`src/rtl/shift_reg_frame.sv`:
```
// shift_reg_frame: parametrised universal shift register with serial taps at
// both ends and a frame counter that pulses frame_done once every WIDTH
// shift/rotate operations. Serialiser/deserialiser core for bit-serial links.
//
// There is no handshake. Every rising clk edge applies the operation on
// mode_i, and P shows the result one cycle later. HOLD is the only idle op.
module shift_reg_frame #(
  parameter  int WIDTH = 8,
  localparam int CNT_W = $clog2(WIDTH)
) (
  input  logic             clk,
  input  logic             nrst,
  input  logic             D,
  input  logic [2:0]       mode_i,
  input  logic [WIDTH-1:0] par_i,
  output logic [WIDTH-1:0] P,
  output logic             so_msb,
  output logic             so_lsb,
  output logic [CNT_W-1:0] cnt_o,
  output logic             frame_done
);

  typedef enum logic [2:0] {
    MODE_HOLD  = 3'd0,
    MODE_LOAD  = 3'd1,
    MODE_LEFT  = 3'd2,
    MODE_RIGHT = 3'd3,
    MODE_ROTL  = 3'd4,
    MODE_ROTR  = 3'd5,
    MODE_ASR   = 3'd6,
    MODE_CLEAR = 3'd7
  } mode_e;

  localparam logic [CNT_W-1:0] CNT_LAST = CNT_W'(WIDTH - 1);

  mode_e            mode;
  logic [WIDTH-1:0] p_next;
  logic [CNT_W-1:0] cnt_next;
  logic             done_next;
  logic             is_shift;

  assign mode   = mode_e'(mode_i);
  assign so_msb = P[WIDTH-1];
  assign so_lsb = P[0];

  // Data path: next register value for the selected operation.
  always_comb begin
    p_next = P;
    case (mode)
      MODE_HOLD:  p_next = P;
      MODE_LOAD:  p_next = par_i;
      MODE_LEFT:  p_next = {P[WIDTH-2:0], D};
      MODE_RIGHT: p_next = {D, P[WIDTH-1:1]};
      MODE_ROTL:  p_next = {P[WIDTH-2:0], P[WIDTH-1]};
      MODE_ROTR:  p_next = {P[0], P[WIDTH-1:1]};
      MODE_ASR:   p_next = {P[WIDTH-1], P[WIDTH-1:1]};
      MODE_CLEAR: p_next = '0;
    endcase
  end

  // Frame counter: shift ops advance and wrap, LOAD/CLEAR restart, HOLD waits.
  always_comb begin
    cnt_next  = cnt_o;
    done_next = 1'b0;
    is_shift  = (mode == MODE_LEFT) || (mode == MODE_RIGHT) ||
                (mode == MODE_ROTL) || (mode == MODE_ROTR) ||
                (mode == MODE_ASR);
    if (is_shift) begin
      if (cnt_o == CNT_LAST) begin
        cnt_next  = '0;
        done_next = 1'b1;
      end else begin
        cnt_next = cnt_o + CNT_W'(1);
      end
    end else if ((mode == MODE_LOAD) || (mode == MODE_CLEAR)) begin
      cnt_next = '0;
    end
  end

  // State register. An asynchronous reset drops any partial frame.
  always_ff @(posedge clk or negedge nrst) begin
    if (!nrst) begin
      P          <= '0;
      cnt_o      <= '0;
      frame_done <= 1'b0;
    end else begin
      P          <= p_next;
      cnt_o      <= cnt_next;
      frame_done <= done_next;
    end
  end

endmodule
```
`config.mk`:
```
export PLATFORM = sky130hd
export DESIGN_NAME = shift_reg_frame
export DESIGN_NICKNAME = d
export VERILOG_FILES = /design/src/rtl/shift_reg_frame.sv
export SDC_FILE = /design/constraint.sdc
export NUM_CORES = 1
export LEC_CHECK = 0
export CAP_MARGIN = 20
export CELL_PAD_IN_SITES_DETAIL_PLACEMENT = 1
export CELL_PAD_IN_SITES_GLOBAL_PLACEMENT = 1
export CORE_ASPECT_RATIO = 0.7
export CORE_MARGIN = 2
export CORE_UTILIZATION = 32
export DETAILED_ROUTE_END_ITERATION = 8
export GPL_ROUTABILITY_DRIVEN = 0
export GPL_TIMING_DRIVEN = 0
export PLACE_DENSITY = 0.85
export RECOVER_POWER = 100
export SLEW_MARGIN = 25
export SYNTH_ARGS = -nofsm -noshare
export SYNTH_HDL_FRONTEND = slang
export SYNTH_SLANG_ARGS = --single-unit
```
`constraint.sdc`:
```
create_clock -name clk -period 1.6 [get_ports clk]
set_input_delay 0.16 -clock clk [delete_from_list [all_inputs] [get_ports clk]]
set_output_delay 0.16 -clock clk [all_outputs]
set_load 0.02 [all_outputs]
```
# Yosys cells after proc, flatten, opt, wreduce, memory -nomap -nowiden
# Cells that the tools add are included.
# op_classes
addsub	1
multipliers	0
div	0
order_cmp	0
n_eq_ne	8
shift	0
n_mux	6
n_bitwise	2
reduce_logical	8
# ops
operator	count
8-bit one-hot mux with 7 select lines	1
3-bit == test (second input constant)	5
3-bit two-way mux	3
3-bit by 2-bit == test with 1-bit output (second input constant)	2
1-bit logical OR	5
3-bit by 1-bit adder with 3-bit output (second input constant)	1
3-bit by 1-bit == test with 1-bit output (second input constant)	1
3-bit zero test	1
1-bit two-way mux	2
1-bit NOT	2
2-bit AND reduction	1
2-bit nonzero test	1
# word_totals
reg_bits	12
latch_bits	0
ramBits	0
rom_bits	0
inputBits	14
output_inout_bits	14
wordCells	29
n_memories	0

# Depth between registers and ports, before layout
# depth
depth_word	6
ltp_mapped	4
ltp_nobuf	4

# Worst setup path after synthesis
# OpenSTA, ideal clock, no wires.
# synth_timing
kind	flip-flop to flip-flop
start	reg cnt_o[0]
end	reg cnt_o[2]
setup_ns	0.121
t_arrival_ns	1.135
required_ns	1.479
setup_slack_ns	0.344
path_stages_with_launch	4
path_buffers	0
period_less_slack_ns	1.256
path_cell_list	dfrtp_1 -> ha_1 -> ha_1 -> a22o_1
# synth_via
elab_chain_cells	3
word_cells_on_any_way	4
classes_between	1 x add/sub; 1 x eq/ne; 2 x mux
# synth_lines
item	line_no	text
start: declaration	19	output logic [CNT_W-1:0] cnt_o,
start signal: assignment	88	cnt_o <= cnt_next;
3-bit by 1-bit adder with 3-bit output or 3-bit == test (tied branches)	73, 69	
3-bit two-way mux (*)	69	if (cnt_o == CNT_LAST) begin
3-bit two-way mux (*)	68	if (is_shift) begin
# Every way passes the cells marked *; elsewhere a longest branch is shown, timed or not.
# A chain may end at the register's enable or synchronous reset.

# Worst setup path after layout
# layout_timing
start	reg cnt_o[2]
end	out cnt_o[2]
# No word-level cell between the ends.

==> out/metrics.yaml <==
slew_headroom_pct: 61.0
clock_skew_ps: 0.668
vias: 755
grt_pass1_wl_um: 4000
cp.arrival_ps: 1360
h-tree-depth: 1
pwr-share-comb_pct: 39.9
grt_antenna_before_repair: 0
synthSimpleGateAreaFrac_pct: 12.7
drive_gt1_share_pct: 12.1
outcome: "finished, final reports clean"
clkPwrFrac_pct: 22.0
leakage_nw: 0.498
seqCellArea_um2: 302
final_area_um2: 1110
pre_cts_ws_ps: -146
critPathKind: "flip-flop to primary output"
synth-seq-cells: 12
initial_core_util_pct: 34.9
crit_slowest_cell: "dlygate4sd3_1"
cts_num_sinks: 12
dpl-instance-area_um2: 1080
grt_start_max_net_pins: 13
critPathTopFamily: "buffers and inverters"
finalNetCount: 124
routed_wl_um: 2300
synth_top_family_by_area: "compound AO/OA/AOI/OAI gates"
grt-ovfl-total: 0
portBuffers: 27
syn_avg_cell_area_um2: 10.1
drv_slew: 0
multi_input_area_um2: 413
top_usage_layer: "met2"
finalCritPeriodShare_pct: 94.9
clockBufferDepth: 2
yosys_warnings: 0
setup_slack_ps: 81.2
tightest_slew_ps: 583
swShare_pct: 36.0
grtUsageMet1_pct: 23.6
io_pins: 28
max_freq_mhz: 658
startpoint_type: "flip-flop"
clock_latency_ps: 280
die_x_um: 62.6
dieArea_um2: 2820
ir_drop_mv: 0.464
fp.dieH_um: 45.0
detail_route.first_pass.iterations: 4
ant_nets: 0
clk_pin_slew_ps: 80
crit_chain: "dlygate4sd3_1"
layout_commonest_cell: "clkdlybuf4s50_1"
synth_area_leaders: "dfrtp_1, mux2i_1, o221ai_1"
synth_cell_types: 27
synthAdderAreaFrac_pct: 3.25
fill_cells: 261
final_cell_mix: "clkdlybuf4s50_1, dfrtp_1, mux2i_1"
muxShareOfSynthArea_pct: 11.7
grt_pass1_vias: 799
yosys.area.top_type: "dfrtp_1"
wl_per_cell_um: 16.6
gr-usage-met2_pct: 32.3
root_buffer: "clkbuf_4"
cp_data_required_time_ps: 1440
cts_hold_buffers: 0
synthCells: 76
hpwl_um: 1660
min_period_ps: 1520
syn_to_final_growth_pct: 44.6
cts_buffers: 3
grtUsageMet3_pct: 6.48
cp_max_fo: 3
p_seq_share_pct: 38.1
cap_violations: 0
hold_class: "input pin to asynchronous set/reset pin"
critPathMaxStageDelay_ps: 700
synth_top_area_share_pct: 39.0
synth-xor-area-share_pct: 2.28
syn_area_um2: 769
drc: 0
dr.first_iter.drc_count: 18
hold_viol_final: 0
core_um2: 2210
antenna_cells: 0
rsz0062_at_grt: "false"
grtUsageTotal_pct: 19.3
crit_path_end_kind: "primary output"
vias_per_cell: 5.43
path_buf_inv: 1
rows: 14
power_mw: 1.16
hold_ws_ps: 308
synth_sequential_area_ratio_pct: 39.0
setup_violations: 0
p_int_mw: 0.740
cts_tree: "yes"
switchingPower_mw: 0.417
synth_compound_area_share_pct: 23.7
power_density_nw_per_um2: 1040
synth_nets: 92
[layout make-up]
| class | count | share of cell area, % |
|---|---|---|
| well taps | 32 | 3.60 |
| inverters | 3 | 1.01 |
| clock buffers | 4 | 3.26 |
| flip-flops and latches | 12 | 27.1 |
| multi-input cells | 54 | 37.1 |
| plain buffers | 7 | 4.05 |
| repair buffers | 27 | 23.8 |
[registers in the layout (all words and copies together) (netlist names)]
signal      flops
cnt_o           3
P               8
frame_done      1
[power by group through the flow]
stage	registers, mW	clock network [mW]	logic (mW)
2_1_floorplan	0.507	0	0.181
3_3_place_gp	0.441	0	0.466
3_5_place_dp	0.445	0	0.479
4_1_cts	0.441	0.262	0.482
5_1_grt	0.454	0.274	0.508
6_report	0.441	0.254	0.462
[per-layer routing]
layer,up-vias,part of all wire (%),wire [µm]
met4,0,1.6,38
met1,369,45,1030
met3,5,6.3,145
met5,-,0,0
li1,350,-,-
met2,31,47,1090
[worst paths after layout]
path | start | end | slack, ps | cells past startpoint
hold / removal | nrst | frame_done$_DFF_PN0_ | 310 | 1
max in group asynchronous | nrst | P[7]$_DFFE_PN0P_ | 880 | 1
min in group clk | par_i[2] | P[2]$_DFFE_PN0P_ | 470 | 3
setup reg to reg | cnt_o[0]$_DFFE_PN0P_ | cnt_o[2]$_DFFE_PN0P_ | 360 | 3
hold reg to reg | cnt_o[1]$_DFFE_PN0P_ | cnt_o[1]$_DFFE_PN0P_ | 530 | 1
setup / recovery | cnt_o[2]$_DFFE_PN0P_ | cnt_o[2] | 80 | 1
[cell usage after synthesis]
library cell	n
inv_1	3
buf_4	2
nor2_2	1
and3_1	2
and2_0	1
clkbuf_1	1
nor2_1	2
o221ai_1	6
nor3_1	2
buf_6	1
nor3b_2	1
nor3b_1	1
a22o_1	3
nand2_1	6
dfrtp_1	12
a21oi_1	3
nand2b_1	1
a2bb2oi_1	1
mux2i_1	9
a22oi_1	5
xnor2_1	2
buf_2	3
and2_1	1
a211o_1	2
a211oi_1	2
ha_1	2
a221o_1	1
[stage by stage]
| step | std cells | util [%] | setup TNS, ps |
|---|---|---|---|
| floorplan | 76 | - | 0 |
| global placement | 135 | 48.9 | -748 |
| detailed placement | 135 | 48.9 | -862 |
| CTS | 139 | 50.6 | 0 |
| global route | 139 | 50.4 | 0 |
| finish | 139 | 50.4 | 0 |
[logic make-up (layout without fill, tap and decap cells)]
group           count (synthesis)  after routing
fa+ha+maj                       2              2
flops                          12             12
mux                             9              9
xor+xnor                        2              2
simple gates                   18             18
buf+inv                        10             41
compound gates                 23             23
[repair_timing]
| action | 4_1_cts | 5_1_grt |
|---|---|---|
| endpoints found under the setup margin | 2 | 2 |
| endpoints found under the hold margin | 0 | 0 |
| buffers inserted | 0 | 0 |
| resized for setup | 2 | 2 |
Note: power is estimated with default switching activity, not from simulation.
